### src/rtl/multicycle_ctrl.sv
// Multi-cycle control sequencer: accepts one instruction per handshake and runs it through EXEC and an optional MEM phase.
// Keeps the cmp flags for later branches and ends a MEM wait on mem_ack or after MEM_TO cycles.
module multicycle_ctrl #(
    parameter int IW     = 9,
    parameter int OPW    = 3,
    parameter int MEM_TO = 8
) (
    input  logic           Clk,
    input  logic           Reset,
    input  logic           instr_valid,
    input  logic [IW-1:0]  instr,
    output logic           instr_ready,
    input  logic           mem_ack,
    input  logic           alu_lt,
    input  logic           alu_gt,
    input  logic           alu_eq,
    output logic [OPW-1:0] ALUOp,
    output logic           RegWrite,
    output logic           MemWrite,
    output logic           MemtoReg,
    output logic           ALUSrc,
    output logic           REGSrc,
    output logic           Branch,
    output logic           Jump,
    output logic           retire,
    output logic           illegal,
    output logic           mem_err
);

    typedef enum logic [1:0] {
        S_IDLE,
        S_EXEC,
        S_MEM
    } state_t;

    state_t      state, state_nxt;
    logic [IW-1:0] ir;
    logic [2:0]  flags;          // {lt, gt, eq}
    logic [7:0]  cnt;
    logic        ir_load, flags_load, cnt_inc;
    logic        taken;

    logic [1:0]  typ;
    logic [2:0]  op;
    logic        is_ld;

    assign typ   = ir[IW-1:IW-2];
    assign op    = ir[IW-3:IW-5];
    assign is_ld = (op == 3'b010);

    always_comb begin
        case (op[2:1])
            2'b00:   taken = flags[2];
            2'b01:   taken = flags[1];
            2'b10:   taken = ~flags[0];
            default: taken = flags[0];
        endcase
    end

    always_ff @(posedge Clk or negedge Reset) begin
        if (!Reset) begin
            state <= S_IDLE;
            ir    <= '0;
            flags <= '0;
            cnt   <= '0;
        end else begin
            state <= state_nxt;
            if (ir_load)
                ir <= instr;
            if (flags_load)
                flags <= {alu_lt, alu_gt, alu_eq};
            // Counter is held at zero outside MEM so every MEM entry starts fresh.
            cnt <= cnt_inc ? cnt + 8'd1 : '0;
        end
    end

    always_comb begin
        state_nxt   = state;
        ir_load     = 1'b0;
        flags_load  = 1'b0;
        cnt_inc     = 1'b0;
        instr_ready = 1'b0;
        ALUOp       = '0;
        RegWrite    = 1'b0;
        MemWrite    = 1'b0;
        MemtoReg    = 1'b0;
        ALUSrc      = 1'b0;
        REGSrc      = 1'b0;
        Branch      = 1'b0;
        Jump        = 1'b0;
        retire      = 1'b0;
        illegal     = 1'b0;
        mem_err     = 1'b0;

        case (state)
            S_IDLE: begin
                instr_ready = 1'b1;
                if (instr_valid) begin
                    ir_load   = 1'b1;
                    state_nxt = S_EXEC;
                end
            end

            S_EXEC: begin
                state_nxt = S_IDLE;
                retire    = 1'b1;
                case (typ)
                    2'b00: begin
                        ALUOp    = OPW'(op);
                        RegWrite = 1'b1;
                    end
                    2'b01: begin
                        Branch = taken;
                    end
                    2'b10: begin
                        case (op)
                            3'b000: begin
                                ALUSrc   = 1'b1;
                                RegWrite = 1'b1;
                            end
                            3'b010: begin
                                MemtoReg  = 1'b1;
                                retire    = 1'b0;
                                state_nxt = S_MEM;
                            end
                            3'b011: begin
                                MemWrite  = 1'b1;
                                retire    = 1'b0;
                                state_nxt = S_MEM;
                            end
                            3'b100:  flags_load = 1'b1;
                            3'b101:  ;
                            default: illegal = 1'b1;
                        endcase
                    end
                    default: begin
                        if (op[2]) begin
                            Jump = 1'b1;
                        end else begin
                            REGSrc   = 1'b1;
                            RegWrite = 1'b1;
                        end
                    end
                endcase
            end

            S_MEM: begin
                MemtoReg = is_ld;
                MemWrite = ~is_ld;
                if (mem_ack) begin
                    retire    = 1'b1;
                    RegWrite  = is_ld;
                    state_nxt = S_IDLE;
                end else if (cnt == 8'(MEM_TO - 1)) begin
                    retire    = 1'b1;
                    mem_err   = 1'b1;
                    state_nxt = S_IDLE;
                end else begin
                    cnt_inc = 1'b1;
                end
            end

            default: state_nxt = S_IDLE;
        endcase
    end

endmodule

### config.mk
export PLATFORM = sky130hd
export DESIGN_NAME = multicycle_ctrl
export DESIGN_NICKNAME = d
export VERILOG_FILES = /design/src/rtl/multicycle_ctrl.sv
export SDC_FILE = /design/constraint.sdc
export NUM_CORES = 1
export LEC_CHECK = 0
export ABC_AREA = 1
export CAP_MARGIN = 20
export CORE_ASPECT_RATIO = 0.8
export CORE_MARGIN = 4
export CORE_UTILIZATION = 51
export CTS_BUF_LIST = sky130_fd_sc_hd__clkbuf_16
export DETAILED_ROUTE_END_ITERATION = 7
export PLACE_DENSITY = 0.84
export SYNTH_ARGS = -nofsm -noshare
export SYNTH_HDL_FRONTEND = slang
export SYNTH_SLANG_ARGS = --single-unit
### constraint.sdc
create_clock -name Clk -period 3 [get_ports Clk]
set_clock_uncertainty 0.2 [all_clocks]
set_input_delay 0.6 -clock Clk [delete_from_list [all_inputs] [get_ports Clk]]
set_output_delay 0.6 -clock Clk [all_outputs]
set_load 0.02 [all_outputs]
==> results.ini <==
[synthesis]
synthCells=152
synthesis.area_sq_um=1120
seq_area_frac_synth_pct=40.3
synth.distinct_cells=24
synth_seq_cells=18
syn_nets=172
ys_warn_count=0
avgSynthCellArea_sq_um=7.36

[die]
die_x_um=60.4
die_h_um=49.9
rows=14
dieArea_sq_um=3010
io_pins=30
core_sq_um=1980
start_util_pct=56.5

[placed_design]
place_area_sq_um=1410
gp_congestion=0.880
portBuffers=25
hpwl_um=2020

[final_layout]
syn_to_final_growth_pct=33.2
n_fill_cell=138
final_util_pct=75.3
drive_above_1_share_pct=11.5
n_antenna_cell=0
stdcell_area_sq_um=1490
nets=203

[route]
first_pass_iters=5
vias=1099
viasPerCell=5.33
drt-initial-drc-count=72
routedWlPerCell_um=13.1
drc=0
ant_nets=0
routed_wl_um=2690

[grt]
grt.total_usage_pct=19.9
grt_pass1_vias=1034
grt_first_pass_wirelength_um=4510
use_met1_pct=25.2
grt_max_degree=19
globalRoute.totalOverflow=0
grt_antenna_before_repair=0
grt_most_used_layer=met2
grt_use_met3_pct=5.74
met2_usage_pct=31.5

[pwr]
power_per_cell_area_nw_per_um2=741
peakVddDrop_uv=542
power_w=0.00110
cellLeakagePower_nw=0.704

[sta]
hold_viol=0
slew-limit-headroom_pct=45.5
slew_viol_final=0
fmax_ghz=0.350
hold_ws_ns=0.256
fin_crit_ns=2.85
post-route-period-util_pct=95.1
setup_viol_count_final=0
tightest_slew_ns=0.815
rsz0062_at_grt=false
tns_ns=0

[critical_path]
path_class=input pin to output port
crit_fanout=3
rr_startpoint=state[0]
startpoint_type=input pin
crit_path_top_delay_cell=clkdlybuf4s50_1
critPathCaptureType=output port
critical-path-top-delay-family=buffers and inverters
cp_num_buf_inv=2
critPathMaxStageDelay_ns=0.61
arrival_ns=2.05
crit_start=mem_ack
cp_cell_sequence=clkdlybuf4s50_1 -> nand2_1 -> nand2_1 -> nor2_1 -> nor2_1 -> clkdlybuf4s50_1
crit_required_ns=2.20

[hold_path]
min_path_type=register to register
hp-start=cnt[0]

[clock_network]
post-cts-setup-buffers=0
cts_tree=yes
cts_max_path_buffers=2
clock_insertion_delay_worst_skew_ns=0.25
h-tree-depth=1
cts-root-buf=clkbuf_16
clock-sinks=18
cts_resized=0
holdBufCountCts=0
cts_buffers=3
cts.reportedPaths.clkPinSlew_ns=0.05

[flow_run]
cap_violations=0

[outcome]
status=finished, final reports clean

==> cells in the final DEF, fill, tap and decap left out <==
| master | n |
|---|---|
| ha_1 | 3 |
| inv_2 | 4 |
| dlymetal6s2s_1 | 1 |
| clkinv_1 | 2 |
| nand3_2 | 1 |
| o21ai_1 | 1 |
| nor2_4 | 4 |
| a31oi_1 | 2 |
| or2_2 | 1 |
| ha_2 | 1 |
| nor3_1 | 8 |
| nor2_1 | 18 |
| nand3_1 | 11 |
| buf_4 | 1 |
| clkdlybuf4s50_1 | 24 |
| nor3_2 | 1 |
| or2_1 | 1 |
| a21oi_1 | 2 |
| inv_1 | 22 |
| nand4_1 | 3 |
| nor4_1 | 1 |
| nor2_2 | 1 |
| nand4_2 | 1 |
| clkbuf_16 | 3 |
| o21ai_0 | 9 |
| nand2_2 | 2 |
| nand2_1 | 35 |
| dfrtp_1 | 18 |
| o21ai_4 | 1 |
==> synthesized netlist by cell type (all sizes together) <==
cell type	n	area share, %
nor4	1	0.56
a21oi	2	0.89
nand4	4	2.8
ha	4	4.5
clkinv	1	0.34
nor3	9	4.5
o21ai	11	5.9
nor2	23	11
inv	26	8.7
or2	2	1.1
a31oi	2	1.1
nand3	12	5.8
nand2	37	13
dfrtp	18	40
==> metrics by stage <==
stage / setup WS [ns] / cells
final: 0.146 / 206
after CTS: 0.0531 / 206
after floorplan: 0.766 / 152
after detailed placement: 0.170 / 202
after global placement: 0.186 / 202
after global routing: 0.00759 / 206
==> report_power, final <==
| part | switching, W | total (W) | internal, W |
|---|---|---|---|
| Sequential | 0.0000687 | 0.000370 | 0.000301 |
| Clock | 0.0000916 | 0.000269 | 0.000177 |
| Combinational | 0.000285 | 0.000466 | 0.000181 |
==> flip-flops by register name, summed over array words and instances (netlist names) <==
signal and count:
flags 3, ir 5, state 2, cnt 8
==> routing by layer <==
| metal | routed length, um | part of all wire, % | vias up |
|---|---|---|---|
| met5 | 0 | 0 | - |
| met4 | 25 | 0.93 | 0 |
| met3 | 151 | 5.6 | 4 |
| met2 | 1290 | 48 | 34 |
| met1 | 1230 | 46 | 510 |
| li1 | - | - | 551 |
==> layout make-up <==
class / instances / area, sq um / area share [%]
Clock buffer: 3 / 75.1 / 5.04
Clock inverter: 1 / 3.75 / 0.252
Inverter: 27 / 101 / 6.80
Multi-Input combinational cell: 107 / 569 / 38.2
Sequential cell: 18 / 450 / 30.2
Tap cell: 24 / 30.0 / 2.02
Timing Repair Buffer: 26 / 260 / 17.5
==> logic make-up after synthesis <==
family | share of synthesized area (%)
flip-flops | 40.3
AO/OA/AOI/OAI | 7.94
adder cells (fa/ha/maj) | 4.47
buffers and inverters | 9.06
AND/OR/NAND/NOR | 38.3
==> path summary, 6_finish.rpt <==
| kind | end | slack (ns) | depth (start not counted) |
|---|---|---|---|
| setup / recovery | retire | 0.15 | 6 |
| hold / removal | cnt[0] | 0.26 | 1 |
| setup reg to reg | state[0] | 1.37 | 9 |
| hold reg to reg | cnt[0] | 0.26 | 1 |
| max in group asynchronous | flags[0] | 1.47 | 1 |
| min in group asynchronous | state[0] | 0.62 | 1 |
Note: power is estimated with default switching activity, not from simulation.
==> edit 1 (same flow settings) <==
Put a register stage on the output `mem_err`, with the module's reset. The value now appears one clock later. The other outputs are not delayed to match.
--- a/src/rtl/multicycle_ctrl.sv
+++ b/src/rtl/multicycle_ctrl.sv
@@ -32,6 +32,8 @@
         S_EXEC,
         S_MEM
     } state_t;
+
+    logic mem_err_d;
 
     state_t      state, state_nxt;
     logic [IW-1:0] ir;
@@ -90,7 +92,7 @@
         Jump        = 1'b0;
         retire      = 1'b0;
         illegal     = 1'b0;
-        mem_err     = 1'b0;
+        mem_err_d   = 1'b0;
 
         case (state)
             S_IDLE: begin
@@ -153,7 +155,7 @@
                     state_nxt = S_IDLE;
                 end else if (cnt == 8'(MEM_TO - 1)) begin
                     retire    = 1'b1;
-                    mem_err   = 1'b1;
+                    mem_err_d = 1'b1;
                     state_nxt = S_IDLE;
                 end else begin
                     cnt_inc = 1'b1;
@@ -164,5 +166,13 @@
         endcase
     end
 
+    always_ff @(posedge Clk or negedge Reset) begin
+        if (!Reset) begin
+            mem_err <= '0;
+        end else begin
+            mem_err <= mem_err_d;
+        end
+    end
+
 endmodule
 
Function: changed (a bounded check fails within 10 cycles, from zero or initial values and one cycle with Reset low).
==> edit 1 against the unedited design <==
Power is 1.9% higher. Largest cell class unchanged. Routed wire length increased by 6.4%. Largest power group unchanged. Final area increased by 2.2%. Sequential cell count grew 1. Die area increased by 1.9%. Worst setup slack got worse by 18 ps. Core utilization decreased by 4.1 points. Register-to-register slack worse by 70 ps. Final cell count is 0.97% lower. Synthesized area grew 2.2%. Critical path depth unchanged.
==> edit 1: results (changes against the unedited design) <==
Finish
  – Fillcell total: 190 (+38%)
  – Layout cells sized above 1: 12.3% (+0.75 points)
  – Fin util: 71.2% (-4.1 points)
  – Nets@finish: 200 (-1.5%)

Setup path
  – R2R depth: 6 (-3)
  – Worst reg2reg path endpoint: cnt[3]
  – R2R Setup Slk: 1300 ps (-70 ps)

Routing
  – Final wirelength: 2870 um (+6.4%)
  – Routed wire length on met3: 203 um (+34%)
  – Met1 Wirelength: 1260 um (+2.9%)
  – WL met2: 1360 um (+5.0%)
  – Vias per inst: 5.47 (+2.5%)
  – Number of DRC markers in iteration 0: 39 (-46%)
  – Routed WL per cell: 14.0 um (+7.4%)
  – DR pass1 iterations: 4 (-1)

Clocking
  – Post-CTS sizing: 0 (unchanged)
  – Total CTS buffers: 3 (unchanged)

Place
  – Hpwl dp: 2100 um (+3.7%)
  – GPL Wtd Cong: 0.945 (+7.4%)
  – Placed inst area: 1440 um2 (+2.4%)

Synth
  – Syn_nets: 168 (-2.3%)
  – Mapped Area: 1140 um2 (+2.2%)
  – Sequential share of the synthesized area: 41.6% (+1.3 points)
  – Synth Area in Adders: 4.38% (-0.098 points)
  – Post-synth top cells: 32 x nand2_1, 21 x inv_1, 19 x dfrtp_1, 13 x nor2_1
  – Complex-gate fraction of the synthesized area: 10.6% (+2.7 points)
  – Syn_area_per_cell: 7.73 um2 (+5.0%)
  – Synth area leaders: dfrtp_1 42%, nand2_1 11%, inv_1 6.9%

STA
  – Tightest Pin Transition: 863 ps (+48.0 ps)
  – Final period utilization: 95.7% (+0.60 points)

Hold path
  – Hold/Removal Path Class: register to register
  – Hold path depth: 1 (unchanged)

Power
  – VDD IR-drop max: 559 uV (+3.1%)
  – Pleak: 0.698 nW (-0.86%)
  – PwrDens: 739 nW/um2 (-0.28%)
  – Psw: 0.457 mW (+2.5%)
  – Sequential power share: 34.0% (+0.5 points)

Global route
  – Vias in the first global route: 1069 (+3.4%)
  – M3 GR Usage: 4.63% (-1.1 points)
  – Met2 usage: 33.8% (+2.3 points)
  – Maximum number of pins on one net before global-route repair: 20 (+1)
  – Met1 usage: 28.6% (+3.4 points)
  – GRT Resource Usage Total: 21.2% (+1.4 points)

Floorplanning
  – Die Width: 60.9 um (+0.96%)

Status
  – Status: finished clean
==> edit 1: cell types whose count changed after synthesis, moves of 2 or more <==
| cell | delta |
|---|---|
| nand2_1 | -3 |
| o21ai_0 | +2 |
| nor3_1 | -5 |
| inv_2 | -3 |
| nor2_1 | -5 |
| a21oi_1 | +7 |
| nor3b_1 | +2 |
| a31oi_1 | -2 |
==> edit 1: cell type report <==
class                      instances  share of cell area (%)
clock buffer                       3                    4.93
clock inverter                     1                   0.329
inverter                          24                    5.92
multi-input combinational        105                    38.0
sequential                        19                    31.2
tap                               25                    2.05
timing repair buffer              27                    17.6
==> edit 1: kinds of logic (layout without fill, tap and decap cells) <==
logic type / count (synthesis) / in the layout
AND/OR/NAND/NOR: 79 / 79
buffers and inverters: 24 / 55
AO/OA/AOI/OAI: 22 / 22
flip-flops: 19 / 19
adder cells (fa/ha/maj): 4 / 4
==> edit 2 (config.mk and constraints unchanged) <==
Without the edit above. Change the parameter `IW` from 9 to 8.
--- a/src/rtl/multicycle_ctrl.sv
+++ b/src/rtl/multicycle_ctrl.sv
@@ -1,7 +1,7 @@
 // Multi-cycle control sequencer: accepts one instruction per handshake and runs it through EXEC and an optional MEM phase.
 // Keeps the cmp flags for later branches and ends a MEM wait on mem_ack or after MEM_TO cycles.
 module multicycle_ctrl #(
-    parameter int IW     = 9,
+    parameter int IW     = 8,
     parameter int OPW    = 3,
     parameter int MEM_TO = 8
 ) (
Interface: changed (resized instr); port bits go from 30 to 29. No check against the original RTL was run, so the function may have changed too.
==> edit 2 against the unedited design <==
Sequential power fell by 3%. Synthesized cell count shrank 6.6%. Final area shrank 4.6%. Final cell count is 6.3% lower. Maximum frequency is 1.5% lower. Power shrank 2.4%. Via count decreased by 6.4%. Sequential cell count unchanged. Routed wire length decreased by 2.9%. Clock power is 2% higher. Worst setup slack lost 43 ps. Synthesized area decreased by 3.7%.
==> edit 2: results (changes against the unedited design) <==
Finish
  – Nets@finish: 189 (-6.9%)
  – Layout cells sized above 1: 11.2% (-0.30 points)
  – Multi-In Gates: 99 (-7.5%)
  – Clock-cell share of area: 5.55% (+0.26 points)
  – Invs w/o clock: 23 (-15%)
  – Biggest regs: cnt: 8 flops, ir: 5 flops, flags: 3 flops
  – Buffers, non-clock: 25 (-3.8%)
  – Area occupied by multi-input gates: 524 um2 (-7.9%)
  – Reg area: 450 um2 (unchanged)
  – Final non-clock buffer share: 17.7% (+0.23 points)
  – Fillcell total: 149 (+8.0%)
  – # diodes: 0 (unchanged)

Global route
  – First-pass GRT wire length: 4490 um (-0.47%)
  – Vias in the first global route: 945 (-8.6%)
  – GRT Resource Usage Total: 20.6% (+0.71 points)

Place
  – Hpwl dp: 1930 um (-4.8%)
  – GPL Wtd Cong: 0.881 (+0.14%)
  – PortBufs: 25 (unchanged)
  – Placed inst area: 1340 um2 (-4.6%)
  – Worst slack, placed: 145 ps (-25.4 ps)

Power
  – PwrDens: 759 nW/um2 (+2.4%)
  – VDD IR-drop max: 585 uV (+7.9%)
  – Psw: 0.438 mW (-1.6%)
  – Pleak: 0.666 nW (-5.5%)
  – Sequential power share: 33.2% (-0.3 points)
  – Clock group power: 0.274 mW (+2%)

Setup path
  – Crit path to: Branch
  – Worst reg2reg path endpoint: state[0]
  – Worst Setup SP: state[1]
  – R2R depth: 6 (-3)
  – Critical Path AT: 2100 ps (+50 ps)
  – Crit-path max FO: 7 (+4)
  – R2R Setup Slk: 1150 ps (-220 ps)
  – Crit Path Class: register to output port
  – RR Startpoint: cnt[0]

Floorplanning
  – Die Width: 59.4 um (-1.6%)

Synth
  – Netlist cell types: 27 (+13%)
  – Sequential share of the synthesized area: 41.8% (+1.5 points)
  – Post-synth top cells: 31 x nand2_1, 18 x dfrtp_1, 18 x inv_1, 17 x nor2_1, 11 x o21ai_0
  – Syn_nets: 161 (-6.4%)
  – Synth warnings: 0 (unchanged)
  – Synth area leaders: dfrtp_1 42%, nand2_1 11%, inv_1 6.3%

Routing
  – DR pass1 iterations: 4 (-1)
  – Number of DRC markers in iteration 0: 34 (-53%)
  – Final wirelength: 2620 um (-2.9%)
  – Vias per inst: 5.33 (about the same)

Clocking
  – Clk buf depth: 2 (unchanged)
  – Clock slew at reported path FFs: 50 ps (about the same)
  – Post-CTS sizing: 1 (+1)
  – Clock sink total: 18 (unchanged)
  – Clk Latency, worst-skew pair: 250 ps (about the same)
  – Htree depth: 1 (unchanged)

STA
  – Slew Limit Fails: 0 (unchanged)
  – Tightest Pin Transition: 828 ps (+12.4 ps)
  – Final min period: 2900 ps (+43.0 ps)

Status
  – Status: finished clean
[edit 2: cell count changes after synthesis, moves of 3 or more]
cell and change:
a21oi_1 +3, nor3_1 -3, nor2_4 -4, nand2_1 -4, inv_1 -4, nand3_1 -6
[edit 2: layer usage]
layer / vias up / wire, um / track usage [%] / share of wire (%)
li1: 509 / - / - / -
met1: 483 / 1210 / 26.9 / 46
met2: 33 / 1210 / 31.3 / 46
met3: 4 / 143 / 5.03 / 5.5
met4: 0 / 53 / 9.81 / 2.0
met5: - / 0 / 0 / 0
[edit 2: metrics by stage]
step / power [mW] / cells
final: 1.08 / 193
after global routing: 1.15 / 193
after CTS: 1.08 / 193
after detailed placement: 0.799 / 189
after global placement: 0.782 / 189
after floorplan: 0.642 / 142
[edit 2: cells by family (layout without fill, tap and decap cells)]
| kind of cell | after synthesis | after routing | synth area share [%] |
|---|---|---|---|
| AOI/OAI and AO/OA | 21 | 21 | 10.9 |
| xor gates and xnor gates | 2 | 2 | 1.63 |
| adders and majority gates | 4 | 4 | 4.65 |
| buffers and inverters | 25 | 52 | 9.52 |
| DFF | 18 | 18 | 41.8 |
| and+or+nand+nor | 72 | 72 | 31.5 |
[edit 2: worst min-delay path by stage]
stage	from	endpoint	slack [ps]
2_1_floorplan	Reset	cnt[0]	100
3_3_place_gp	cnt[0]	cnt[0]	250
3_5_place_dp	cnt[0]	cnt[0]	260
4_1_cts	cnt[0]	cnt[0]	270
5_1_grt	cnt[0]	cnt[0]	280
6_report	cnt[0]	cnt[0]	270
[edit 2: worst max-delay path, stage by stage (launching register included)]
cell             delay, ps
dfrtp_1                400
inv_1                   90
ha_1                   270
inv_2                  110
nor2_1                 120
o31ai_1                 90
nor3_1                 130
clkdlybuf4s50_1        630
